[config.mk]
export PLATFORM = sky130hd
export DESIGN_NAME = alu_op_sequencer
export DESIGN_NICKNAME = d
export VERILOG_FILES = /design/src/rtl/alu_seq_pkg.sv /design/src/rtl/tick_prescaler.sv /design/src/rtl/alu_op_sequencer.sv
export SDC_FILE = /design/constraint.sdc
export NUM_CORES = 1
export LEC_CHECK = 0
export CORE_ASPECT_RATIO = 0.8
export CORE_MARGIN = 4
export CORE_UTILIZATION = 50
export CTS_BUF_LIST = sky130_fd_sc_hd__clkbuf_2
export DETAILED_ROUTE_END_ITERATION = 6
export PLACE_DENSITY = 0.81
export SETUP_SLACK_MARGIN = 0.02
export SYNTH_ARGS = -nofsm -noshare
export SYNTH_HDL_FRONTEND = slang
export SYNTH_SLANG_ARGS = --single-unit
export TNS_END_PERCENT = 5
[constraint.sdc]
create_clock -name clk -period 2.84 [get_ports clk]
set_input_delay 0.568 -clock clk [delete_from_list [all_inputs] [get_ports clk]]
set_output_delay 0.568 -clock clk [all_outputs]
set_load 0.02 [all_outputs]
[src/rtl/alu_seq_pkg.sv]
// Shared opcodes, FSM state encoding and display patterns for the ALU
// command sequencer.
package alu_seq_pkg;

    typedef enum logic [3:0] {
        OP_PASS  = 4'd0,
        OP_LAMP  = 4'd1,
        OP_CYCLE = 4'd2,
        OP_ADD   = 4'd3,
        OP_SUB   = 4'd4,
        OP_MUL   = 4'd5,
        OP_DIV   = 4'd6,
        OP_MOD   = 4'd7,
        OP_AND   = 4'd8,
        OP_OR    = 4'd9,
        OP_XOR   = 4'd10,
        OP_NOT   = 4'd11,
        OP_SHL   = 4'd12,
        OP_SHR   = 4'd13,
        OP_NAND  = 4'd14,
        OP_XNOR  = 4'd15
    } alu_opcode_t;

    typedef enum logic [2:0] {
        S_IDLE   = 3'd0,
        S_LAUNCH = 3'd1,
        S_WAIT   = 3'd2,
        S_SHOW   = 3'd3,
        S_LAMP   = 3'd4,
        S_CYCLE  = 3'd5
    } seq_state_t;

    localparam logic [15:0] ERR_PATTERN  = 16'hEEEE;
    localparam logic [15:0] LAMP_PATTERN = 16'h8888;

    // Same hex digit on all four display positions.
    function automatic logic [15:0] replicate_digit(input logic [3:0] digit);
        return {4{digit}};
    endfunction

endpackage

[src/rtl/tick_prescaler.sv]
// Free-running divider producing a one-cycle tick every TICK_DIV enabled
// cycles. clear restarts the count and suppresses the tick in that cycle.
module tick_prescaler #(
    parameter int TICK_DIV = 100000000
) (
    input  logic clk,
    input  logic reset,
    input  logic clear,
    input  logic en,
    output logic tick
);

    localparam int CW = (TICK_DIV > 1) ? $clog2(TICK_DIV) : 1;
    localparam logic [CW-1:0] LAST = CW'(TICK_DIV - 1);

    logic [CW-1:0] cnt;

    assign tick = en && !clear && (cnt == LAST);

    // Count enabled cycles, wrapping on the tick.
    always_ff @(posedge clk) begin
        if (reset || clear) begin
            cnt <= '0;
        end else if (en) begin
            cnt <= tick ? '0 : cnt + 1'b1;
        end
    end

endmodule

[src/rtl/alu_op_sequencer.sv]
// Command sequencer between the board switches/GO button and the ALU.
//
// state    | meaning
// ---------+--------------------------------------------------------------
// S_IDLE   | after reset, nothing shown, waiting for GO
// S_LAUNCH | one cycle, alu_start high with latched op/operands
// S_WAIT   | waiting for alu_done, bounded by ALU_TIMEOUT cycles
// S_SHOW   | holding a result, error pattern or pass-through value
// S_LAMP   | all segments and LEDs forced on
// S_CYCLE  | stepping one hex digit and the LED counter every tick
module alu_op_sequencer #(
    parameter int TICK_DIV    = 100000000,
    parameter int ALU_TIMEOUT = 64
) (
    input  logic        clk,
    input  logic        reset,
    input  logic [23:0] switches,
    input  logic        go,
    output logic        alu_start,
    output logic [3:0]  alu_op,
    output logic [7:0]  alu_a,
    output logic [7:0]  alu_b,
    input  logic        alu_done,
    input  logic [15:0] alu_result,
    input  logic        alu_err,
    output logic [15:0] disp_value,
    output logic [15:0] led,
    output logic        lamp_test,
    output logic        busy,
    output logic        err
);

    import alu_seq_pkg::*;

    localparam int WCW = (ALU_TIMEOUT > 1) ? $clog2(ALU_TIMEOUT) : 1;
    localparam logic [WCW-1:0] WAIT_LAST = WCW'(ALU_TIMEOUT - 1);

    seq_state_t   state;
    alu_opcode_t  sw_op;
    logic [7:0]   sw_a;
    logic [7:0]   sw_b;
    logic         accept;
    logic         tick;
    logic [WCW-1:0] wait_cnt;
    logic [3:0]   digit;
    logic [3:0]   digit_next;
    logic         unused_sw_hi;

    assign sw_op        = alu_opcode_t'(switches[19:16]);
    assign sw_a         = switches[15:8];
    assign sw_b         = switches[7:0];
    assign unused_sw_hi = ^switches[23:20];

    assign busy       = (state == S_LAUNCH) || (state == S_WAIT);
    assign accept     = go && !busy;
    assign digit_next = digit + 4'd1;

    // Prescaler only runs in cycle mode and restarts on every accepted GO.
    tick_prescaler #(
        .TICK_DIV (TICK_DIV)
    ) u_tick (
        .clk   (clk),
        .reset (reset),
        .clear (accept || (state != S_CYCLE)),
        .en    (state == S_CYCLE),
        .tick  (tick)
    );

    // Main sequencer FSM with registered outputs.
    always_ff @(posedge clk) begin
        if (reset) begin
            state      <= S_IDLE;
            alu_start  <= 1'b0;
            alu_op     <= '0;
            alu_a      <= '0;
            alu_b      <= '0;
            disp_value <= '0;
            led        <= '0;
            lamp_test  <= 1'b0;
            err        <= 1'b0;
            wait_cnt   <= '0;
            digit      <= '0;
        end else begin
            alu_start <= 1'b0;
            if (accept) begin
                alu_op    <= sw_op;
                alu_a     <= sw_a;
                alu_b     <= sw_b;
                err       <= 1'b0;
                lamp_test <= 1'b0;
                wait_cnt  <= '0;
                digit     <= '0;
                case (sw_op)
                    OP_PASS: begin
                        state      <= S_SHOW;
                        disp_value <= {sw_a, sw_b};
                        led        <= {sw_op, 12'b0};
                    end
                    OP_LAMP: begin
                        state      <= S_LAMP;
                        lamp_test  <= 1'b1;
                        led        <= 16'hFFFF;
                        disp_value <= LAMP_PATTERN;
                    end
                    OP_CYCLE: begin
                        state      <= S_CYCLE;
                        led        <= '0;
                        disp_value <= replicate_digit(4'd0);
                    end
                    default: begin
                        state     <= S_LAUNCH;
                        alu_start <= 1'b1;
                    end
                endcase
            end else begin
                case (state)
                    S_LAUNCH: begin
                        state    <= S_WAIT;
                        wait_cnt <= '0;
                    end
                    S_WAIT: begin
                        // A done arriving on the timeout cycle still counts.
                        if (alu_done) begin
                            state <= S_SHOW;
                            if (alu_err) begin
                                disp_value <= ERR_PATTERN;
                                err        <= 1'b1;
                                led        <= {alu_op, 11'b0, 1'b1};
                            end else begin
                                disp_value <= alu_result;
                                led        <= {alu_op, 11'b0, 1'b0};
                            end
                        end else if (wait_cnt == WAIT_LAST) begin
                            state      <= S_SHOW;
                            disp_value <= ERR_PATTERN;
                            err        <= 1'b1;
                            led        <= {alu_op, 11'b0, 1'b1};
                        end else begin
                            wait_cnt <= wait_cnt + 1'b1;
                        end
                    end
                    S_CYCLE: begin
                        if (tick) begin
                            digit      <= digit_next;
                            disp_value <= replicate_digit(digit_next);
                            led        <= led + 16'd1;
                        end
                    end
                    default: begin
                    end
                endcase
            end
        end
    end

endmodule

Word-level counts from Yosys, hierarchy flattened. Cells that the tools add are included.

Bits in registers: 95. Input bits: 45. Output and inout bits: 56. Word-level logic and storage cells: 80.

Add/sub/neg operators: 4. Eq/ne operators: 14. Muxes and demuxes: 28. Bitwise operators: 1. Reductions and logical operators: 21.

Operators by type and width (count): $mux 16 (9); $pmux 16 s3 (2); $pmux 16 s2 (2); $add 27x1->27 const B (1); $eq 27x27->1 const B (1); $mux 27 (1); $add 16x1->16 const B (1); $mux 6 (2); $pmux 6 s2 (1); $mux 3 (3); $pmux 3 s3 (1); $add 6x1->6 const B (1); $eq 6x6->1 const B (1); $mux 1 (6); $ne 3x3->1 const B (2); $pmux 3 s2 (1); $reduce_and 3->1 (2); $reduce_bool 3->1 (2); $add 4x1->4 const B (1); $eq 4x1->1 const B (1); $eq 4x2->1 const B (1); $logic_not 4->1 (1); $ne 2x2->1 const B (2); $ne 4x1->1 const B (1); 14 further kinds (22).

Depth between registers and ports, before layout. Gate-level depths: netlist of run 1.

Depth in word-level cells: 11. Gate-level depth with buffers: 8. Gate-level depth less buffers: 6.

Hierarchy. From an unflattened synthesis of run 1, not the netlist that was laid out.

Cells, all modules: 627. Area, all modules: 4903.5 um^2.

Modules (own cells, without submodules): alu_op_sequencer (times used 1, cells an instance 461, area each 3530.9 um^2, seq. area each 1361.3 um^2); tick_prescaler (times used 1, cells an instance 166, area each 1372.6 um^2, seq. area each 540.5 um^2).

Least setup slack after synthesis of run 1. Ideal clock, no wire load.

Path type: input to register. Start: input port switches[19]. End: register led[1]. Arrival time: 2.262 ns. Required time: 2.759 ns. Slack: 0.497 ns. Stages on the path: 8. Cell sequence: or2_2 -> clkbuf_1 -> nor3_1 -> o22a_1 -> clkbuf_1 -> clkbuf_1 -> a21oi_1 -> a211oi_2.

Longest elaborated chain between the ends: 3. Elaborated cells on any way between the ends: 7. Those cells by class: 3 x eq/ne; 2 x mux; 2 x reduce/logical.

Ends and longest elaborated chain: start: declaration (line alu_op_sequencer.sv:17) `input logic [23:0] switches,`; $eq 4x2->1 (tied with other cells) (line alu_op_sequencer.sv:93) `case (sw_op)`; $ne 4x1->1 (no source line) / $pmux 16 s3 (equally long branches); $reduce_and 4->1 (no source line) / $mux 16 (equally long branches); end signal: assignment (line alu_op_sequencer.sv:97) `led <= {sw_op, 12'b0};`; end signal: assignment (line alu_op_sequencer.sv:128) `led <= {alu_op, 11'b0, 1'b1};`; end signal: assignment (line alu_op_sequencer.sv:131) `led <= {alu_op, 11'b0, 1'b0};`; end: declaration (line alu_op_sequencer.sv:27) `output logic [15:0] led,`.

Parallel ways exist; a longest one is shown, timed or not. A chain may end at the register's enable or synchronous reset.

Worst setup path in the final report of run 1.
Start: register state[0]. End: output port busy.

Longest elaborated chain between the ends: 2. Elaborated cells on any way between the ends: 3. Those cells by class: 2 x eq/ne; 1 x reduce/logical.

Ends and longest elaborated chain: start: declaration (line alu_op_sequencer.sv:38) `seq_state_t state;`; start signal: assignment (line alu_op_sequencer.sv:72) `state <= S_IDLE;`; start signal: assignment (line alu_op_sequencer.sv:95) `state <= S_SHOW;`; start signal: assignment (line alu_op_sequencer.sv:100) `state <= S_LAMP;`; $eq 3x1->1 / $eq 3x2->1 (equally long branches) (line alu_op_sequencer.sv:54) `assign busy = (state == S_LAUNCH) || (state == S_WAIT);`; $logic_or 1x1->1 (*) (line alu_op_sequencer.sv:54); end: declaration (line alu_op_sequencer.sv:29) `output logic busy,`.

Every way passes the cells marked *; elsewhere a longest branch is shown, timed or not.

==> results.md, run 1 <==
| Parameter | Reported |
| --- | --- |
| Global-route usage over all layers | 25.2% |
| Antenna violations before repair | 0 |
| Number of unique standard cell types used by synthesis | 62 |
| Yosys synthesis warning count | 0 |
| CP startpoint | state[0]$_SDFFE_PP0P_ |
| Clock Tree Buf Depth | 2 |
| Sequential fraction of the synthesis area | 39.6% |
| Leakage component of the power | 0.00206 uW |
| Total iterations of the first detailed-routing run | 6 |
| Fin crit period | 2.63 ns |
| Maximum number of pins on one net before global-route repair | 51 |
| Main flop type after synthesis | dfxtp_1 |
| Number of top-level pins | 101 |
| Final net count | 722 |
| Number of buffers added by the clock tree synthesis step | 9 |
| Buffer type at the clock tree root | clkbuf_2 |
| Number of remaining DRC errors | 0 |
| Fin worst setup slack | 0.208 ns |
| Area occupied by registers | 0.00190 sq mm |
| Achievable Freq | 0.380 GHz |
| Worst Max-Slew Pin Slew | 0.641 ns |
| Initial core utilization | 52.3% |
| Die Y | 95.7 um |
| Number of hold violations in the final report | 0 |
| Crit path required time | 2.27 ns |
| Die extent in x | 118 um |
| Clock transition at the registers of the reported paths | 0.23 ns |
| Core region area | 0.00919 sq mm |
| Outcome | finished clean |
| Slowest Stage Delay on Critical Path | 0.56 ns |
| Signed area change from the synthesized netlist to the final layout | 27.0% |
| Async set or reset register ratio after synthesis | 0% |
| Total nets after synthesis | 619 |
| Detail Route Antenna Nets | 0 |
| Place WS | 0.112 ns |
| Start of the worst register-to-register path | u_tick.cnt[9]$_SDFFE_PP0N_ |
| Via density per instance | 6.09 |
| Final number of max-transition violations | 0 |
| Area share of the leading cell type in the synthesized netlist | 39.6% |
| Via count of the first global-routing pass | 4,582 |
| Post-synthesis area per instance | 8.43 sq um |
| Count of filler cells inserted in the layout | 775 |
| Leading cell type in the layout, fill and taps excluded | clkdlybuf4s50_1 |
| Kind of launch point of the worst setup path | flip-flop |
| Post-synthesis cell area | 0.00480 sq mm |
| Cell chain of the critical path | xnor2_1, nor2_1, clkdlybuf4s50_1 |
| Number of setup violations in the final report | 0 |
| Number of antenna repair diodes | 0 |
| H-Tree Level Count | 3 |
| Clock tree from TritonCTS | yes |
| Peak ir drop on the vdd network | 0.000381 V |
| Final weighted congestion in routability-driven placement | 0.897 |
| Launch point of the worst hold path | reset |
| Slack of the worst reg-to-reg path | 0.36 ns |
| Logic depth of the worst register-to-register path | 6 |
| Crit path kind | reg -> out |
| CP Capture Point | busy |
| Area occupied by multi-input gates | 0.00273 sq mm |
| Worst flop-to-flop path endpoint | led[2]$_SDFFE_PP0P_ |
| First-pass GRT wire length | 23,200 um |
| Leading area contributor after synthesis | dfxtp_1 |
| Kind of capture point of the worst setup path | output pin |
| Fraction of the core area covered by cells at the end of the flow | 66.4% |
| Unrepaired setup endpoints after global routing | no |
| IO buf count | 96 |
| Number of clock sinks seen by CTS | 95 |
| Power density of the placed cells | 522 mW/mm^2 |
| Worst clock skew on the final layout | 0.0316 ns |
| Average wire length per cell after detail routing | 18.3 um |
| Vias | 4,821 |
| Die area | 0.0113 sq mm |
| Number of enable-type register cells in the synthesized netlist | 0 |
| Routed WL | 14,500 um |
| Commonest cells after routing, fill and taps aside | clkdlybuf4s50_1, dfxtp_1, nand2_1, a21oi_1, nor2_1 |
| Post-route clock period utilization | 92.7% |
| Max-cap viol count | 0 |
| Overflow left after global routing | 0 |
| Worst endpoint data arrival time | 2.06 ns |
| Critical path fanouts, max | 16 |
| Number of synthesized register bits | 95 |
| Post-detailed-placement half-perimeter wirelength | 10,700 um |
| Cell type of the slowest stage on the worst timing path | clkdlybuf4s50_1 |
| TNS Setup | 0 ns |
| Layout cells sized above 1 | 11.8% |
| Type of the worst min-delay path | in -> reg |
| Standard-cell rows | 31 |
| Count of mapped cells out of synthesis | 570 |
| Worst skew pair latency | 0.57 ns |
| Initial DRC count | 453 |
| Worst slew margin relative to its limit | 57.1% |
| Largest cells by area after synthesis | dfxtp_1, a21oi_1, nand2_1 |
==> worst min-delay path by stage <==
stage                                          end  slack [ns]  cells past startpoint
after floorplan           wait_cnt[1]$_SDFFE_PP0P_        0.45                      2
after global placement       alu_a[5]$_SDFFE_PP0P_        0.44                      2
after detailed placement     alu_a[3]$_SDFFE_PP0P_        0.45                      2
after CTS                    state[0]$_SDFFE_PP0P_        0.17                      2
after global routing         state[0]$_SDFFE_PP0P_        0.18                      2
final                        state[0]$_SDFFE_PP0P_        0.21                      2
==> registers in the layout, indices dropped and copies added (netlist names), 3 cells and up <==
| register | count |
|---|---|
| u_tick.cnt | 27 |
| disp_value | 16 |
| led | 16 |
| alu_a | 8 |
| alu_b | 8 |
| wait_cnt | 6 |
| alu_op | 4 |
| digit | 4 |
| state | 3 |
==> cell usage after synthesis, types with 3 or more instances <==
master    count
a211oi_1     10
a211oi_2     12
a21oi_1      65
a221oi_1      7
a22o_1        4
a311oi_1      7
and2_1        3
and3_1        7
and4_1        7
buf_2         4
buf_6         3
clkbuf_1     24
dfxtp_1      95
ha_1          4
inv_1         8
nand2_1      65
nand2b_1      4
nand3_1      18
nand4_1      16
nor2_1       59
nor2b_1       3
nor3_1        8
nor3b_1       3
nor4_1       13
o211ai_1      7
o21ai_0      16
o221a_2       5
or2_2         6
or4_1         3
xnor2_1      18
xor2_1       27
==> per-stage QoR <==
| step | instance area (sq um) | total power (uW) | cells | hold WS [ns] |
|---|---|---|---|---|
| 5_1_grt | 6100 | 3320 | 792 | 0.177 |
| 2_1_floorplan | 4800 | 2050 | 570 | 0.449 |
| 6_report | 6100 | 3190 | 792 | 0.212 |
| 3_3_place_gp | 5970 | 2440 | 777 | 0.443 |
| 4_1_cts | 6100 | 3180 | 792 | 0.170 |
| 3_5_place_dp | 5970 | 2470 | 777 | 0.450 |
==> per-layer routing <==
metal | vias to the layer above | share of wire (%) | track usage (%)
li1 | 2298 | - | -
met1 | 2275 | 47 | 35.3
met2 | 217 | 45 | 39.0
met3 | 31 | 6.8 | 5.87
met4 | 0 | 1.7 | 7.61
met5 | - | 0 | 0
==> critical path, delay by kind of cell, from the launching register on <==
kind	cells	cell delay (ns)
flops	1	0.46
buf+inv	1	0.56
simple gates	1	0.07
xor+xnor	1	0.41
==> repair_timing <==
item	CTS	global route
cloned	0	0
endpoints found under the setup margin	1	1
endpoints found under the hold margin	0	0
buffers inserted	0	0
resized for setup	1	1
hold buffers	0	0
==> power breakdown <==
part / internal [uW] / switching (uW)
sequential: 1440 / 103
combinational: 421 / 500
clock: 285 / 440
total: 2140 / 1040
==> logic make-up (layout without fill, tap and decap cells) <==
group                      after synthesis  after routing  share of synthesized area [%]
and+or+nand+nor                        228            228                           24.1
AOI/OAI and AO/OA                      155            155                           22.9
DFF                                     95             95                           39.6
xor gates and xnor gates                45             45                           8.20
buffers and inverters                   41            148                           3.78
adders and majority gates                4              4                           1.04
muxes                                    2              2                          0.443
==> final cells by class <==
type	count	share of cell area (%)
clock buffer	10	0.820
timing repair buffer	125	19.2
multi-input combinational	434	44.7
clock inverter	5	1.21
sequential	95	31.2
tap	115	2.36
inverter	8	0.492
Power figures use the tool's default switching activity.
==> run 2: changes to the inputs <==
CORE_MARGIN = 8   (was 4)
SETUP_SLACK_MARGIN = 0.3   (was 0.02)
==> run 2 against run 1 <==
Against the previous run:
- sequential cell count stayed put
- non-clock buffer count is 1 lower
- fmax is 9.0% higher
- clock-buffer cell count is 1 lower
- critical path depth is 3 higher
- cell count increased by 0.51%
- clock power rose by 7.2%
- register-to-register slack better by 0.07 ns
- sequential power is essentially flat
- utilization is 1.7 points lower
- critical path type is now reg -> reg
- critical endpoint is now disp_value[11]$_SDFFE_PP0P_
==> results.md, run 2 (synthesis results as in run 1) <==
| Parameter | Reported | Change |
| --- | --- | --- |
| Final weighted congestion in routability-driven placement | 0.862 | was 0.897 |
| # placed instances | 780 | was 777 |
| Crit path required time | 3.34 ns | was 2.27 ns |
| Total iterations of the first detailed-routing run | 7 | was 6 |
| Initial core utilization | 50.6% | was 52.3% |
| Post-detailed-placement half-perimeter wirelength | 10,500 um | was 10,700 um |
| Core region area | 0.00949 sq mm | was 0.00919 sq mm |
| Number of antenna repair diodes | 0 | unchanged |
| Initial DRC count | 455 | was 453 |
| Number of clock sinks seen by CTS | 95 | unchanged |
| Die area | 0.0130 sq mm | was 0.0113 sq mm |
| Final number of max-transition violations | 0 | unchanged |
| Slack of the worst reg-to-reg path | 0.43 ns | was 0.36 ns |
| Crit path kind | reg -> reg | was reg -> out |
| Highest metal layer with signal wires | met4 | unchanged |
| Layout cells sized above 1 | 12.3% | was 11.8% |
| Number of setup violations in the final report | 0 | unchanged |
| Post-route clock period utilization | 85.0% | was 92.7% |
| Worst skew pair latency | 0.59 ns | was 0.57 ns |
| Leading cell type in the layout, fill and taps excluded | clkdlybuf4s50_1 | unchanged |
| Global-route usage over all layers | 21.9% | was 25.2% |
| H-Tree Level Count | 3 | unchanged |
| Leakage component of the power | 0.00208 uW | was 0.00206 uW |
| Clock transition at the registers of the reported paths | 0.28 ns | was 0.23 ns |
| Count of filler cells inserted in the layout | 784 | was 775 |
| Place WS | 0.148 ns | was 0.112 ns |
| Kind of capture point of the worst setup path | flip-flop | was output pin |
| Clock Tree Buf Depth | 2 | unchanged |
| Post-route met1 wirelength | 6490 um | was 6740 um |
| Worst flop-to-flop path endpoint | disp_value[11]$_SDFFE_PP0P_ | was led[2]$_SDFFE_PP0P_ |
| Commonest cells after routing, fill and taps aside | clkdlybuf4s50_1, dfxtp_1, nand2_1, a21oi_1, nor2_1 | unchanged |
| Number of remaining DRC errors | 0 | unchanged |
| Met2 Wirelength | 6550 um | was 6510 um |
| Kind of launch point of the worst setup path | flip-flop | unchanged |
| Fin worst setup slack | 0.426 ns | was 0.208 ns |
| Clock tree from TritonCTS | yes | unchanged |
| Via count of the first global-routing pass | 4,716 | was 4,582 |
| Logic depth of the worst register-to-register path | 6 | unchanged |
| Vias | 4,840 | was 4,821 |
| Routed WL | 14,400 um | was 14,500 um |
| Worst slew margin relative to its limit | 55.0% | was 57.1% |
| Final Non-Filler Cells | 796 | was 792 |
| Hold WS | 0.306 ns | was 0.212 ns |
| Via density per instance | 6.08 | was 6.09 |
| Die extent in x | 126 um | was 118 um |
| Worst min-delay path endpoint | alu_b[5]$_SDFFE_PP0P_ | was state[0]$_SDFFE_PP0P_ |
| Final net count | 721 | was 722 |
| Average wire length per cell after detail routing | 18.1 um | was 18.3 um |
| Power density of the placed cells | 527 mW/mm^2 | was 522 mW/mm^2 |
| Type of the worst min-delay path | in -> reg | unchanged |
| IO buf count | 96 | unchanged |
| Start of the worst register-to-register path | u_tick.cnt[18]$_SDFFE_PP0N_ | was u_tick.cnt[9]$_SDFFE_PP0N_ |
| Post-CTS repair timing setup buffer count | 0 | unchanged |
| Signed area change from the synthesized netlist to the final layout | 27.8% | was 27.0% |
| Peak ir drop on the vdd network | 0.000302 V | was 0.000381 V |
| Number of buffers added by the clock tree synthesis step | 9 | unchanged |
| Overflow left after global routing | 0 | unchanged |
| Buffer type at the clock tree root | clkbuf_2 | unchanged |
| Launch point of the worst hold path | reset | unchanged |
| Worst Max-Slew Pin Slew | 0.673 ns | was 0.641 ns |
| Number of hold violations in the final report | 0 | unchanged |
| Final Total Pwr | 3240 uW | was 3190 uW |
| Worst clock skew on the final layout | 0.0306 ns | was 0.0316 ns |
| Total length of routed met3 wires | 1100 um | was 989 um |
| Regs by FF count | u_tick.cnt x27, disp_value x16, led x16 | unchanged |
| TNS Setup | 0 ns | unchanged |
| Worst endpoint data arrival time | 2.91 ns | was 2.06 ns |
| Critical path fanouts, max | 26 | was 16 |
| Max reg flops | 27 | unchanged |
| Standard-cell rows | 32 | was 31 |
| Die Y | 104 um | was 95.7 um |
| Max-cap viol count | 0 | unchanged |
| Outcome | finished clean | unchanged |
| Maximum number of pins on one net before global-route repair | 43 | was 51 |
| Fin crit period | 2.41 ns | was 2.63 ns |
| Detail Route Antenna Nets | 0 | unchanged |
| Hold Crit Depth | 2 | unchanged |
| Achievable Freq | 0.414 GHz | was 0.380 GHz |
| CP startpoint | u_tick.cnt[18]$_SDFFE_PP0N_ | was state[0]$_SDFFE_PP0P_ |
| Largest register by flop count | u_tick.cnt | unchanged |
| Antenna violations before repair | 0 | unchanged |
| First-pass GRT wire length | 23,700 um | was 23,200 um |
| Unrepaired setup endpoints after global routing | yes | was no |
| Number of top-level pins | 101 | unchanged |
==> run 2: cell types whose count changed in the layout (fill, tap and decap cells not counted), sizes merged <==
cell / change
clkinv: +1
clkbuf: -1
buf: -1
inv: +1
clkdlybuf4s50: -1
dlygate4sd2: +1
==> run 2: through the flow <==
stage                     cell area, sq um  util, %
final                                 6140     64.7
after global routing                  6140     64.7
after CTS                             6140     64.7
after detailed placement              5980     63.1
after global placement                5980     63.1
after floorplan                       4800        -
==> run 2: critical path: stages, from the launching register on <==
cell      delay [ns]
dfxtp_1         0.47
or4b_1          0.52
or4_4           0.58
o21ai_4         0.19
buf_12          0.19
a21oi_1         0.09
a311oi_1        0.27
==> run 2: layer usage <==
metal  GRT usage (%)  vias to the layer above
met2            34.0                      198
met1            28.8                     2327
met4            7.11                        0
met5               0                        -
li1                -                     2291
met3            6.10                       24
==> run 2: repair_timing <==
| action | 4_1_cts | 5_1_grt |
|---|---|---|
| resized for setup | 7 | 0 |
| gates cloned | 0 | 0 |
| hold buffers | 0 | 0 |
| endpoints found under the setup margin | 1 | 2 |
==> run 2: area by class of cell <==
type,count,area [sq um],area share [%]
repair buffers,124,1180,19.2
clock inverters,7,96.3,1.57
clock buffers,9,45.0,0.733
multi-input cells,434,2730,44.5
flip-flops and latches,95,1910,31.1
well taps,119,149,2.42
inverters,8,30.0,0.489
==> run 2: how the worst max path moves through the flow <==
stage / endpoint / slack (ns) / depth (start not counted)
3_5_place_dp: led[0]$_SDFFE_PP0P_ / 0.15 / 6
5_1_grt: led[13]$_SDFFE_PP0P_ / 0.29 / 6
3_3_place_gp: led[0]$_SDFFE_PP0P_ / 0.23 / 6
4_1_cts: disp_value[11]$_SDFFE_PP0P_ / 0.44 / 6
6_report: disp_value[11]$_SDFFE_PP0P_ / 0.43 / 6
2_1_floorplan: led[1]$_SDFFE_PP0P_ / 0.50 / 8
==> run 2: power breakdown <==
group | internal, uW | leakage (uW) | switching (uW) | total (uW)
clock | 295 | 0.0000862 | 481 | 777
sequential | 1440 | 0.000776 | 98.7 | 1540
combinational | 423 | 0.00121 | 502 | 924
==> run 3: changes to the inputs <==
PLACE_DENSITY = 0.84   (was 0.81)
==> run 3 against run 2 <==
Against the previous run:
- fmax shrank 4.0%
- clock power down 7.3%
- combinational power rose by 2%
- non-clock buffer count unchanged
- first-iteration DRC count is 14% higher
- utilization is essentially flat
- final area barely moved
- sequential share of layout area barely moved
- critical path type unchanged
- critical endpoint is now led[0]$_SDFFE_PP0P_
- largest power group unchanged
==> results.md, run 3 (synthesis results as in run 1) <==
| Parameter | Reported | Change |
| --- | --- | --- |
| Unrepaired setup endpoints after global routing | no | was yes |
| Worst skew pair latency | 0.58 ns | was 0.59 ns |
| Hold Crit Depth | 2 | unchanged |
| Fraction of the core area covered by cells at the end of the flow | 64.7% | about the same |
| Kind of launch point of the worst setup path | flip-flop | unchanged |
| Antenna violations before repair | 0 | unchanged |
| Cell chain of the critical path | or4b_4, nor4_1, a21oi_1, buf_4, or4_1, a21oi_1 | was or4b_1, or4_4, o21ai_4, buf_12, a21oi_1, a311oi_1 |
| Core region area | 0.00949 sq mm | unchanged |
| Via count of the first global-routing pass | 4,746 | was 4,716 |
| Post-route clock period utilization | 88.5% | was 85.0% |
| Power density of the placed cells | 520 mW/mm^2 | was 527 mW/mm^2 |
| # placed instances | 780 | unchanged |
| Final weighted congestion in routability-driven placement | 0.910 | was 0.862 |
| Die Y | 104 um | unchanged |
| Number of hold violations in the final report | 0 | unchanged |
| Initial core utilization | 50.6% | unchanged |
| Total iterations of the first detailed-routing run | 6 | was 7 |
| Leakage component of the power | 0.00207 uW | was 0.00208 uW |
| Achievable Freq | 0.398 GHz | was 0.414 GHz |
| Outcome | finished clean | unchanged |
| Type of the worst min-delay path | in -> reg | unchanged |
| Signed area change from the synthesized netlist to the final layout | 27.7% | was 27.8% |
| Post-cts gate resize count | 4 | was 7 |
| H-Tree Level Count | 3 | unchanged |
| Cell type of the slowest stage on the worst timing path | or4b_4 | was or4_4 |
| Final Non-Filler Cells | 796 | unchanged |
| Fin crit period | 2.51 ns | was 2.41 ns |
| Max-cap viol count | 0 | unchanged |
| Average wire length per cell after detail routing | 18.4 um | was 18.1 um |
| Crit path kind | reg -> reg | unchanged |
| Worst flop-to-flop path endpoint | led[0]$_SDFFE_PP0P_ | was disp_value[11]$_SDFFE_PP0P_ |
| Overflow left after global routing | 0 | unchanged |
| Worst slew margin relative to its limit | 51.5% | was 55.0% |
| Number of top-level pins | 101 | unchanged |
| Top cell family by delay on the critical path | simple AND/OR/NAND/NOR gates | unchanged |
| Via density per instance | 6.06 | was 6.08 |
| Routed WL | 14,700 um | was 14,400 um |
| Slowest Stage Delay on Critical Path | 0.58 ns | about the same |
| TNS Setup | 0 ns | unchanged |
| First-pass GRT wire length | 24,300 um | was 23,700 um |
| Cell occurring most often along the worst timing path | a21oi_1 |  |
| Logic depth of the worst register-to-register path | 6 | unchanged |
| Count of filler cells inserted in the layout | 779 | was 784 |
| Clock tree from TritonCTS | yes | unchanged |
| Number of remaining DRC errors | 0 | unchanged |
| Worst endpoint data arrival time | 3.05 ns | was 2.91 ns |
| Start of the worst register-to-register path | u_tick.cnt[9]$_SDFFE_PP0N_ | was u_tick.cnt[18]$_SDFFE_PP0N_ |
| Global-route usage over all layers | 22.4% | was 21.9% |
| Number of antenna repair diodes | 0 | unchanged |
| Regs by FF count | u_tick.cnt x27, disp_value x16, led x16 | unchanged |
| Worst min-delay path endpoint | state[0]$_SDFFE_PP0P_ | was alu_b[5]$_SDFFE_PP0P_ |
| Initial DRC count | 517 | was 455 |
| IO buf count | 96 | unchanged |
| Critical path fanouts, max | 6 | was 26 |
| Crit path required time | 3.38 ns | was 3.34 ns |
| Final number of max-transition violations | 0 | unchanged |
| Slack of the worst reg-to-reg path | 0.33 ns | was 0.43 ns |
| Maximum number of pins on one net before global-route repair | 51 | was 43 |
| Worst Max-Slew Pin Slew | 0.725 ns | was 0.673 ns |
| Leading cell type in the layout, fill and taps excluded | clkdlybuf4s50_1 | unchanged |
| Number of clock sinks seen by CTS | 95 | unchanged |
| Number of hold buffers added after CTS | 0 | unchanged |
| Clock Tree Buf Depth | 2 | unchanged |
| Area occupied by multi-input gates | 0.00273 sq mm | unchanged |
| Largest register by flop count | u_tick.cnt | unchanged |
| Post-detailed-placement half-perimeter wirelength | 10,800 um | was 10,500 um |
| Area occupied by registers | 0.00191 sq mm | about the same |
| Critical path buffers and inverters | 1 | unchanged |
| Peak ir drop on the vdd network | 0.000448 V | was 0.000302 V |
| Max reg flops | 27 | unchanged |
| Clock transition at the registers of the reported paths | 0.29 ns | was 0.28 ns |
| Vias | 4,825 | was 4,840 |
| Commonest cells after routing, fill and taps aside | clkdlybuf4s50_1, dfxtp_1, nand2_1, a21oi_1, nor2_1 | unchanged |
| Buffer type at the clock tree root | clkbuf_2 | unchanged |
| Layout cells sized above 1 | 12.0% | was 12.3% |
| Final net count | 721 | unchanged |
| Die extent in x | 126 um | unchanged |
| Worst clock skew on the final layout | 0.0314 ns | was 0.0306 ns |
| Detail Route Antenna Nets | 0 | unchanged |
| Kind of capture point of the worst setup path | flip-flop | unchanged |
| Post-CTS repair timing setup buffer count | 0 | unchanged |
| Standard-cell rows | 32 | unchanged |
| Number of setup violations in the final report | 0 | unchanged |
| Die area | 0.0130 sq mm | unchanged |
| Number of buffers added by the clock tree synthesis step | 9 | unchanged |
| Launch point of the worst hold path | reset | unchanged |
-- run 3: cell types whose count changed in the layout (fill, tap and decap cells not counted) --
| cell | delta |
|---|---|
| bufinv_16 | -1 |
| dlymetal6s2s_1 | +1 |
| clkinv_2 | -2 |
| buf_4 | -1 |
| dfxtp_4 | -1 |
| inv_8 | +2 |
| clkinv_1 | +1 |
| dlygate4sd2_1 | -1 |
| clkinv_4 | -2 |
| buf_12 | +1 |
| dfxtp_1 | +1 |
| clkinvlp_4 | +2 |
-- run 3: worst reg2reg max path, stage by stage, from the launching register on --
cell	delay (ns)
dfxtp_1	0.43
or4b_4	0.58
nor4_1	0.42
a21oi_1	0.16
buf_4	0.19
or4_1	0.53
a21oi_1	0.16
-- run 3: how the worst max path moves through the flow --
stage                     slack [ns]             endpoint  cells after the start                       start
after floorplan                 0.50  led[1]$_SDFFE_PP0P_                      8                switches[19]
after global placement          0.22  led[0]$_SDFFE_PP0P_                      6                switches[19]
after detailed placement        0.17  led[0]$_SDFFE_PP0P_                      6                switches[19]
after CTS                       0.31                 busy                      3       state[1]$_SDFFE_PP0P_
after global routing            0.30  led[0]$_SDFFE_PP0P_                      6  u_tick.cnt[9]$_SDFFE_PP0N_
final                           0.33  led[0]$_SDFFE_PP0P_                      6  u_tick.cnt[9]$_SDFFE_PP0N_
-- run 3: layout make-up --
cell class              instances  share of cell area (%)
clock buffers                   9                   0.734
clock inverters                 7                    1.30
inverters                       8                   0.489
multi-input cells             434                    44.5
flip-flops and latches         95                    31.1
well taps                     119                    2.43
repair buffers                124                    19.4
-- run 3: per-layer routing --
layer,global-route usage (%),part of all wire [%],vias to the layer above
li1,-,-,2301
met1,29.6,44,2299
met2,34.3,46,192
met3,5.48,7.4,33
met4,8.85,2.5,0
met5,0,0,-
-- run 3: where the power goes --
part           switching [uW]  internal, uW  leakage (uW)
clock                     504           216     0.0000700
combinational             508           431       0.00123
sequential               93.3          1440      0.000775
-- run 3: through the flow --
stage / hold slack [ns] / cell area [sq um] / worst slack (ns) / total power, uW
2_1_floorplan: 0.449 / 4800 / 0.497 / 2050
3_3_place_gp: 0.443 / 6000 / 0.218 / 2450
3_5_place_dp: 0.447 / 6000 / 0.170 / 2480
4_1_cts: 0.149 / 6130 / 0.306 / 3190
5_1_grt: 0.157 / 6140 / 0.302 / 3340
6_report: 0.195 / 6140 / 0.326 / 3190
